--- src/rtl/change_dispenser_pkg.sv ---
// Shared definitions for the change dispenser: FSM states, fault codes,
// coin codes and the coin code -> value table.
package change_dispenser_pkg;

    typedef enum logic [2:0] {
        S_IDLE  = 3'd0,
        S_PICK  = 3'd1,
        S_REQ   = 3'd2,
        S_GAP   = 3'd3,
        S_DONE  = 3'd4,
        S_FAULT = 3'd5
    } state_t;

    typedef enum logic [1:0] {
        FC_NONE      = 2'd0,
        FC_NO_CHANGE = 2'd1,
        FC_TIMEOUT   = 2'd2,
        FC_ABORTED   = 2'd3
    } fault_code_t;

    localparam logic [1:0] COIN_1  = 2'd0;
    localparam logic [1:0] COIN_2  = 2'd1;
    localparam logic [1:0] COIN_5  = 2'd2;
    localparam logic [1:0] COIN_10 = 2'd3;
    localparam int         NUM_COINS = 4;

    function automatic logic [3:0] coin_value(input logic [1:0] code);
        case (code)
            COIN_1:  coin_value = 4'd1;
            COIN_2:  coin_value = 4'd2;
            COIN_5:  coin_value = 4'd5;
            default: coin_value = 4'd10;
        endcase
    endfunction

endpackage

--- src/rtl/change_dispenser_if.sv ---
// Vend-controller / hopper signal bundle for the change dispenser.
// slave = dispenser side, master = controller/hopper side.
interface change_dispenser_if #(
    parameter int AMT_W = 8
);
    logic             start;
    logic [AMT_W-1:0] amount;
    logic             abort;
    logic             fault_clr;
    logic [3:0]       hopper_empty;
    logic             dispense_ack;
    logic             dispense_req;
    logic [1:0]       dispense_coin;
    logic             busy;
    logic             done;
    logic             fault;
    logic [1:0]       fault_code;
    logic [AMT_W-1:0] remaining;
    logic [AMT_W-1:0] coins_out;

    modport slave (
        input  start, amount, abort, fault_clr, hopper_empty, dispense_ack,
        output dispense_req, dispense_coin, busy, done, fault, fault_code,
               remaining, coins_out
    );

    modport master (
        output start, amount, abort, fault_clr, hopper_empty, dispense_ack,
        input  dispense_req, dispense_coin, busy, done, fault, fault_code,
               remaining, coins_out
    );
endinterface

--- src/rtl/change_dispenser_coin_picker.sv ---
// Combinational choice of the largest stocked coin that does not exceed
// the amount still owed.
module change_coin_picker
    import change_dispenser_pkg::*;
#(
    parameter int AMT_W = 8
) (
    input  logic [AMT_W-1:0] i_remaining,
    input  logic [3:0]       i_hopper_empty,
    output logic             o_found,
    output logic [1:0]       o_code
);
    // Ascending scan: the last hit is the largest eligible denomination.
    always_comb begin
        o_found = 1'b0;
        o_code  = COIN_1;
        for (int i = 0; i < NUM_COINS; i++) begin
            if (!i_hopper_empty[i] &&
                (AMT_W'(coin_value(2'(i))) <= i_remaining)) begin
                o_found = 1'b1;
                o_code  = 2'(i);
            end
        end
    end
endmodule

--- src/rtl/change_dispenser.sv ---
// Change payout sequencer: one coin request per hopper handshake, largest
// stocked denomination first, with ack timeout, inter-coin gap and abort.
module change_dispenser
    import change_dispenser_pkg::*;
#(
    parameter int AMT_W       = 8,
    parameter int ACK_TIMEOUT = 16,
    parameter int GAP_CYCLES  = 2
) (
    input  logic               clk,
    input  logic               rst,
    change_dispenser_if.slave  bus
);
    localparam int TW = $clog2(ACK_TIMEOUT);
    localparam int GW = $clog2(GAP_CYCLES + 1);

    state_t           r_state, w_state_nxt;
    fault_code_t      r_fault_code, w_fcode_nxt;
    logic [AMT_W-1:0] r_remaining, w_remaining_nxt;
    logic [AMT_W-1:0] r_coins_out, w_coins_nxt;
    logic [1:0]       r_coin, w_coin_nxt;
    logic [TW-1:0]    r_timer, w_timer_nxt;
    logic [GW-1:0]    r_gap, w_gap_nxt;
    logic             w_found;
    logic [1:0]       w_code;

    function automatic logic [AMT_W-1:0] sat_inc(input logic [AMT_W-1:0] v);
        sat_inc = (v == '1) ? v : v + 1'b1;
    endfunction

    change_coin_picker #(.AMT_W(AMT_W)) u_picker (
        .i_remaining    (r_remaining),
        .i_hopper_empty (bus.hopper_empty),
        .o_found        (w_found),
        .o_code         (w_code)
    );

    always_comb begin
        w_state_nxt     = r_state;
        w_fcode_nxt     = r_fault_code;
        w_remaining_nxt = r_remaining;
        w_coins_nxt     = r_coins_out;
        w_coin_nxt      = r_coin;
        w_timer_nxt     = r_timer;
        w_gap_nxt       = r_gap;
        case (r_state)
            S_IDLE: begin
                if (bus.start) begin
                    if (bus.amount != '0) begin
                        w_remaining_nxt = bus.amount;
                        w_coins_nxt     = '0;
                        w_fcode_nxt     = FC_NONE;
                        w_state_nxt     = S_PICK;
                    end else begin
                        w_remaining_nxt = '0;
                        w_state_nxt     = S_DONE;
                    end
                end
            end
            S_PICK: begin
                if (bus.abort) begin
                    w_fcode_nxt = FC_ABORTED;
                    w_state_nxt = S_FAULT;
                end else if (r_remaining == '0) begin
                    w_state_nxt = S_DONE;
                end else if (w_found) begin
                    w_coin_nxt  = w_code;
                    w_timer_nxt = '0;
                    w_state_nxt = S_REQ;
                end else begin
                    w_fcode_nxt = FC_NO_CHANGE;
                    w_state_nxt = S_FAULT;
                end
            end
            S_REQ: begin
                // An ack always counts the coin, even alongside abort or timeout.
                if (bus.dispense_ack) begin
                    w_remaining_nxt = r_remaining - AMT_W'(coin_value(r_coin));
                    w_coins_nxt     = sat_inc(r_coins_out);
                    w_gap_nxt       = '0;
                    if (bus.abort) begin
                        w_fcode_nxt = FC_ABORTED;
                        w_state_nxt = S_FAULT;
                    end else begin
                        w_state_nxt = S_GAP;
                    end
                end else if (bus.abort) begin
                    w_fcode_nxt = FC_ABORTED;
                    w_state_nxt = S_FAULT;
                end else if (r_timer == TW'(ACK_TIMEOUT - 1)) begin
                    w_fcode_nxt = FC_TIMEOUT;
                    w_state_nxt = S_FAULT;
                end else begin
                    w_timer_nxt = r_timer + 1'b1;
                end
            end
            S_GAP: begin
                if (bus.abort) begin
                    w_fcode_nxt = FC_ABORTED;
                    w_state_nxt = S_FAULT;
                end else if (r_gap == GW'(GAP_CYCLES - 1)) begin
                    w_state_nxt = S_PICK;
                end else begin
                    w_gap_nxt = r_gap + 1'b1;
                end
            end
            S_DONE:  w_state_nxt = S_IDLE;
            S_FAULT: if (bus.fault_clr) w_state_nxt = S_IDLE;
            default: w_state_nxt = S_IDLE;
        endcase
    end

    always_ff @(posedge clk) begin
        if (!rst) begin
            r_state      <= S_IDLE;
            r_fault_code <= FC_NONE;
            r_remaining  <= '0;
            r_coins_out  <= '0;
            r_coin       <= '0;
            r_timer      <= '0;
            r_gap        <= '0;
        end else begin
            r_state      <= w_state_nxt;
            r_fault_code <= w_fcode_nxt;
            r_remaining  <= w_remaining_nxt;
            r_coins_out  <= w_coins_nxt;
            r_coin       <= w_coin_nxt;
            r_timer      <= w_timer_nxt;
            r_gap        <= w_gap_nxt;
        end
    end

    assign bus.dispense_req  = (r_state == S_REQ);
    assign bus.dispense_coin = r_coin;
    assign bus.busy          = (r_state != S_IDLE);
    assign bus.done          = (r_state == S_DONE);
    assign bus.fault         = (r_state == S_FAULT);
    assign bus.fault_code    = (r_state == S_FAULT) ? r_fault_code : FC_NONE;
    assign bus.remaining     = r_remaining;
    assign bus.coins_out     = r_coins_out;
endmodule
--- src/flat_wrapper.sv ---
// flat-port wrapper written by rule: the top's interface ports become plain ports
module change_dispenser_flat import change_dispenser_pkg::*;
#(
    parameter int AMT_W       = 8,
    parameter int ACK_TIMEOUT = 16,
    parameter int GAP_CYCLES  = 2
)
  (clk, rst, bus_start, bus_amount, bus_abort, bus_fault_clr, bus_hopper_empty, bus_dispense_ack, bus_dispense_req, bus_dispense_coin, bus_busy, bus_done, bus_fault, bus_fault_code, bus_remaining, bus_coins_out);
  change_dispenser_if #(.AMT_W(AMT_W)) bus_i ();
  input  logic clk;
  input  logic rst;
  input wire logic [$bits(bus_i.start)-1:0] bus_start;
  input wire logic [$bits(bus_i.amount)-1:0] bus_amount;
  input wire logic [$bits(bus_i.abort)-1:0] bus_abort;
  input wire logic [$bits(bus_i.fault_clr)-1:0] bus_fault_clr;
  input wire logic [$bits(bus_i.hopper_empty)-1:0] bus_hopper_empty;
  input wire logic [$bits(bus_i.dispense_ack)-1:0] bus_dispense_ack;
  output wire logic [$bits(bus_i.dispense_req)-1:0] bus_dispense_req;
  output wire logic [$bits(bus_i.dispense_coin)-1:0] bus_dispense_coin;
  output wire logic [$bits(bus_i.busy)-1:0] bus_busy;
  output wire logic [$bits(bus_i.done)-1:0] bus_done;
  output wire logic [$bits(bus_i.fault)-1:0] bus_fault;
  output wire logic [$bits(bus_i.fault_code)-1:0] bus_fault_code;
  output wire logic [$bits(bus_i.remaining)-1:0] bus_remaining;
  output wire logic [$bits(bus_i.coins_out)-1:0] bus_coins_out;
  assign bus_i.start = bus_start;
  assign bus_i.amount = bus_amount;
  assign bus_i.abort = bus_abort;
  assign bus_i.fault_clr = bus_fault_clr;
  assign bus_i.hopper_empty = bus_hopper_empty;
  assign bus_i.dispense_ack = bus_dispense_ack;
  assign bus_dispense_req = bus_i.dispense_req;
  assign bus_dispense_coin = bus_i.dispense_coin;
  assign bus_busy = bus_i.busy;
  assign bus_done = bus_i.done;
  assign bus_fault = bus_i.fault;
  assign bus_fault_code = bus_i.fault_code;
  assign bus_remaining = bus_i.remaining;
  assign bus_coins_out = bus_i.coins_out;
  change_dispenser #(.AMT_W(AMT_W), .ACK_TIMEOUT(ACK_TIMEOUT), .GAP_CYCLES(GAP_CYCLES)) u_core (.clk(clk), .rst(rst), .bus(bus_i));
endmodule
--- config.mk ---
export PLATFORM = sky130hd
export DESIGN_NAME = change_dispenser_flat
export DESIGN_NICKNAME = d
export VERILOG_FILES = /design/src/rtl/change_dispenser_pkg.sv /design/src/rtl/change_dispenser_if.sv /design/src/rtl/change_dispenser_coin_picker.sv /design/src/rtl/change_dispenser.sv /design/src/flat_wrapper.sv
export SDC_FILE = /design/constraint.sdc
export NUM_CORES = 1
export LEC_CHECK = 0
export CORE_AREA = 2 2 79 62
export CTS_BUF_LIST = sky130_fd_sc_hd__clkbuf_16
export CTS_CLUSTER_SIZE = 40
export DETAILED_ROUTE_END_ITERATION = 8
export DIE_AREA = 0 0 81 64
export DONT_BUFFER_PORTS = 1
export GPL_TIMING_DRIVEN = 0
export SETUP_SLACK_MARGIN = 0.1
export SYNTH_ARGS = -nofsm -noshare
export SYNTH_HDL_FRONTEND = slang
export SYNTH_SLANG_ARGS = --single-unit
--- constraint.sdc ---
create_clock -name clk -period 5.45 [get_ports clk]
set_input_delay 0.545 -clock clk [delete_from_list [all_inputs] [get_ports clk]]
set_output_delay 0.545 -clock clk [all_outputs]
set_load 0.02 [all_outputs]
==> results.cfg <==
[status]
status = finished clean

[sta]
finalCritPeriodShare_pct = 40.3
maxSlewViolCount = 0
timing.slew.headroom_pct = 52.3
holdWs_ps = 453
tightest_slew_ps = 713
tns_ps = 0
finalHoldViolCount = 0
fin_skew_ps = 7.53
fin_crit_ps = 2190
max_freq_mhz = 456
setup_ws_ps = 3260
rsz0062_at_grt = false
setup_viol = 0

[clock_tree]
cts-hold-fix-buffers = 0
clk_path_buf_depth = 2
root_buffer = clkbuf_16
clk_pin_slew_ps = 50
post_cts_buffers = 0
htreeDepth = 2
clock_latency_ps = 270
numCtsBuffers = 5
cts_tree = done
cts.repair.resized = 0
cts_sinks = 29

[routing]
vias = 1786
ant_nets = 0
drt-total-wl_mm = 4.78
post-route-drc-count = 0
first_pass_iters = 4
drt_iter0_drc = 177
avgRoutedWirePerCell_um = 15.3
via_per_inst = 5.72

[place]
gp_congestion = 0.853
dpl.hpwl_mm = 3.59
port_buffers = 0
post-place-ws_ps = 3240
postPlaceCellArea_um2 = 1990

[setup_path]
cp-start-kind = flip-flop
critPathMaxStageDelay_ps = 650
r2r_setup_slack_ps = 3270
crit_path_end_kind = output pin
ff2ff_path_depth = 9
r2r-end = u_core.bus.remaining[6]
crit_top_cell = clkbuf_1
arrival_ps = 1650
cp.required_ps = 4910
r2r-start = u_core.bus.dispense_coin[0]
crit_chain = clkbuf_1, clkbuf_1, nor3b_1
crit_slowest_cell = nor3b_1
path_class = flip-flop to output pin
cp_max_fo = 10

[floorplan]
die-area_um2 = 5180
dieWidth_um = 81
fp-row-count = 21
ioPinCount = 42
core_area_um2 = 4360
die_h_um = 64
start_util_pct = 44.0

[yosys]
synth_area_leaders = dfxtp_1, o21ai_0, nor2_1
yosys-top-cells-count = dfxtp_1, nor2_1, nand2_1
yosysUniqueCellTypes = 47
ys_seq_area_share_pct = 30.2
synth_edf_count = 0
netlist_area_um2 = 1920
yosysTopAreaCell = dfxtp_1
synth.most_common_cell = dfxtp_1
async_reset_ff_share_pct = 0
synth-seq-cells = 29
syn_nets = 275
ys_warn_count = 0
yosysTopAreaCellShare_pct = 30.2
synthCells = 249
ys.flop_type = dfxtp_1
synth.avg_cell_area_um2 = 7.71

[global_route]
antenna_found_initial = 0
grt_overflow = 0
grt_first_pass_wirelength_mm = 8.37
grt_max_degree = 11
track_usage_pct = 20.7
first_global_vias = 1700

[pwr]
powerDensity_nw_per_um2 = 339
peakVddDrop_mv = 0.141
p_leak_nw = 0.801

[finish]
final_cell_area_um2 = 2120
syn_to_final_growth_pct = 10.5
register_area_um2 = 581
finalNetCount = 282
multi_input_area_um2 = 1230
drive_gt1_share_pct = 6.27
diodes = 0
fill_cells = 460

[hold_path]
hp-class = input port to flip-flop
whs_endpoint = u_core.bus.remaining[3]
min_from = bus_amount[3]
hold_path_depth = 2

[job]
drv_cap = 0
==> flip-flops by register name, indices dropped and copies added, names as in the netlist <==
name                      cells
u_core.bus.coins_out          8
u_core.bus.dispense_coin      2
u_core.bus.remaining          8
u_core.r_fault_code           2
u_core.r_gap                  2
u_core.r_state                3
u_core.r_timer                4
==> per-layer routing <==
layer,GRT usage [%],up-vias,part of all wire [%]
met3,6.07,8,6.6
li1,-,894,-
met5,0,-,0
met1,30.1,829,51
met2,28.5,55,41
met4,7.42,0,2.1
==> power by group <==
part / internal [W] / switching [W] / total, W
clock: 0.000162 / 0.0000867 / 0.000249
combinational: 0.0000818 / 0.000119 / 0.000201
sequential: 0.000230 / 0.0000403 / 0.000270
total: 0.000474 / 0.000246 / 0.000720
==> layout by cell type (no fill, tap or decap), types with 4 or more instances in the layout <==
cell       synthesis  final
inv_1             12     12
nand2b_1           7      7
nor3_1             9      9
nand2_1           23     23
o211ai_1           5      5
nor2b_1           11     11
xnor2_1            4      4
mux2i_1            5      5
dfxtp_1           29     29
o21ai_0           19     19
nand3_1           12     12
clkbuf_1          10     10
ha_1               7      7
nor2_1            24     24
clkbuf_16          0      5
nor4_1             4      4
a21oi_1            9      9
xor2_1             5      5
==> worst max-delay path: cells and delay by family, from the launching register on <==
family	cells	cell delay, ps
flip-flops	1	290
buffers and inverters	2	430
AND/OR/NAND/NOR	1	650
==> worst max path at each step <==
stage,from,to,slack [ps],cells after the start
3_3_place_gp,u_core.bus.dispense_coin[0],u_core.bus.remaining[6],3280,9
3_5_place_dp,bus_amount[1],u_core.r_fault_code[1],3240,6
6_report,u_core.r_state[0],bus_done,3260,3
4_1_cts,u_core.r_state[0],bus_done,3260,3
5_1_grt,u_core.bus.dispense_coin[0],u_core.bus.remaining[6],3060,9
2_1_floorplan,u_core.bus.remaining[0],u_core.bus.remaining[6],3490,9
==> logic make-up after synthesis <==
group                      count (synthesis)  synth area share [%]
muxes                                      5                  2.61
DFF                                       29                  30.2
AOI/OAI and AO/OA                         58                  19.9
adders and majority gates                  8                  5.61
xor gates and xnor gates                   9                  4.11
and+or+nand+nor                          114                  31.9
buffers and inverters                     26                  5.61
==> through the flow <==
stage	instances	utilization, %	power (W)
final	312	48.6	0.000720
after global routing	312	48.6	0.000768
after CTS	312	48.6	0.000723
after detailed placement	306	45.6	0.000472
after global placement	306	45.6	0.000471
after floorplan	249	-	0.000429
==> layout make-up <==
cell class | count | share of cell area, %
buffer | 13 | 2.77
clock buffer | 5 | 5.90
clock inverter | 1 | 0.236
inverter | 13 | 2.30
multi-input combinational | 194 | 58.1
sequential | 29 | 27.4
tap | 57 | 3.36
No activity file was read; power rests on OpenSTA's default activity.
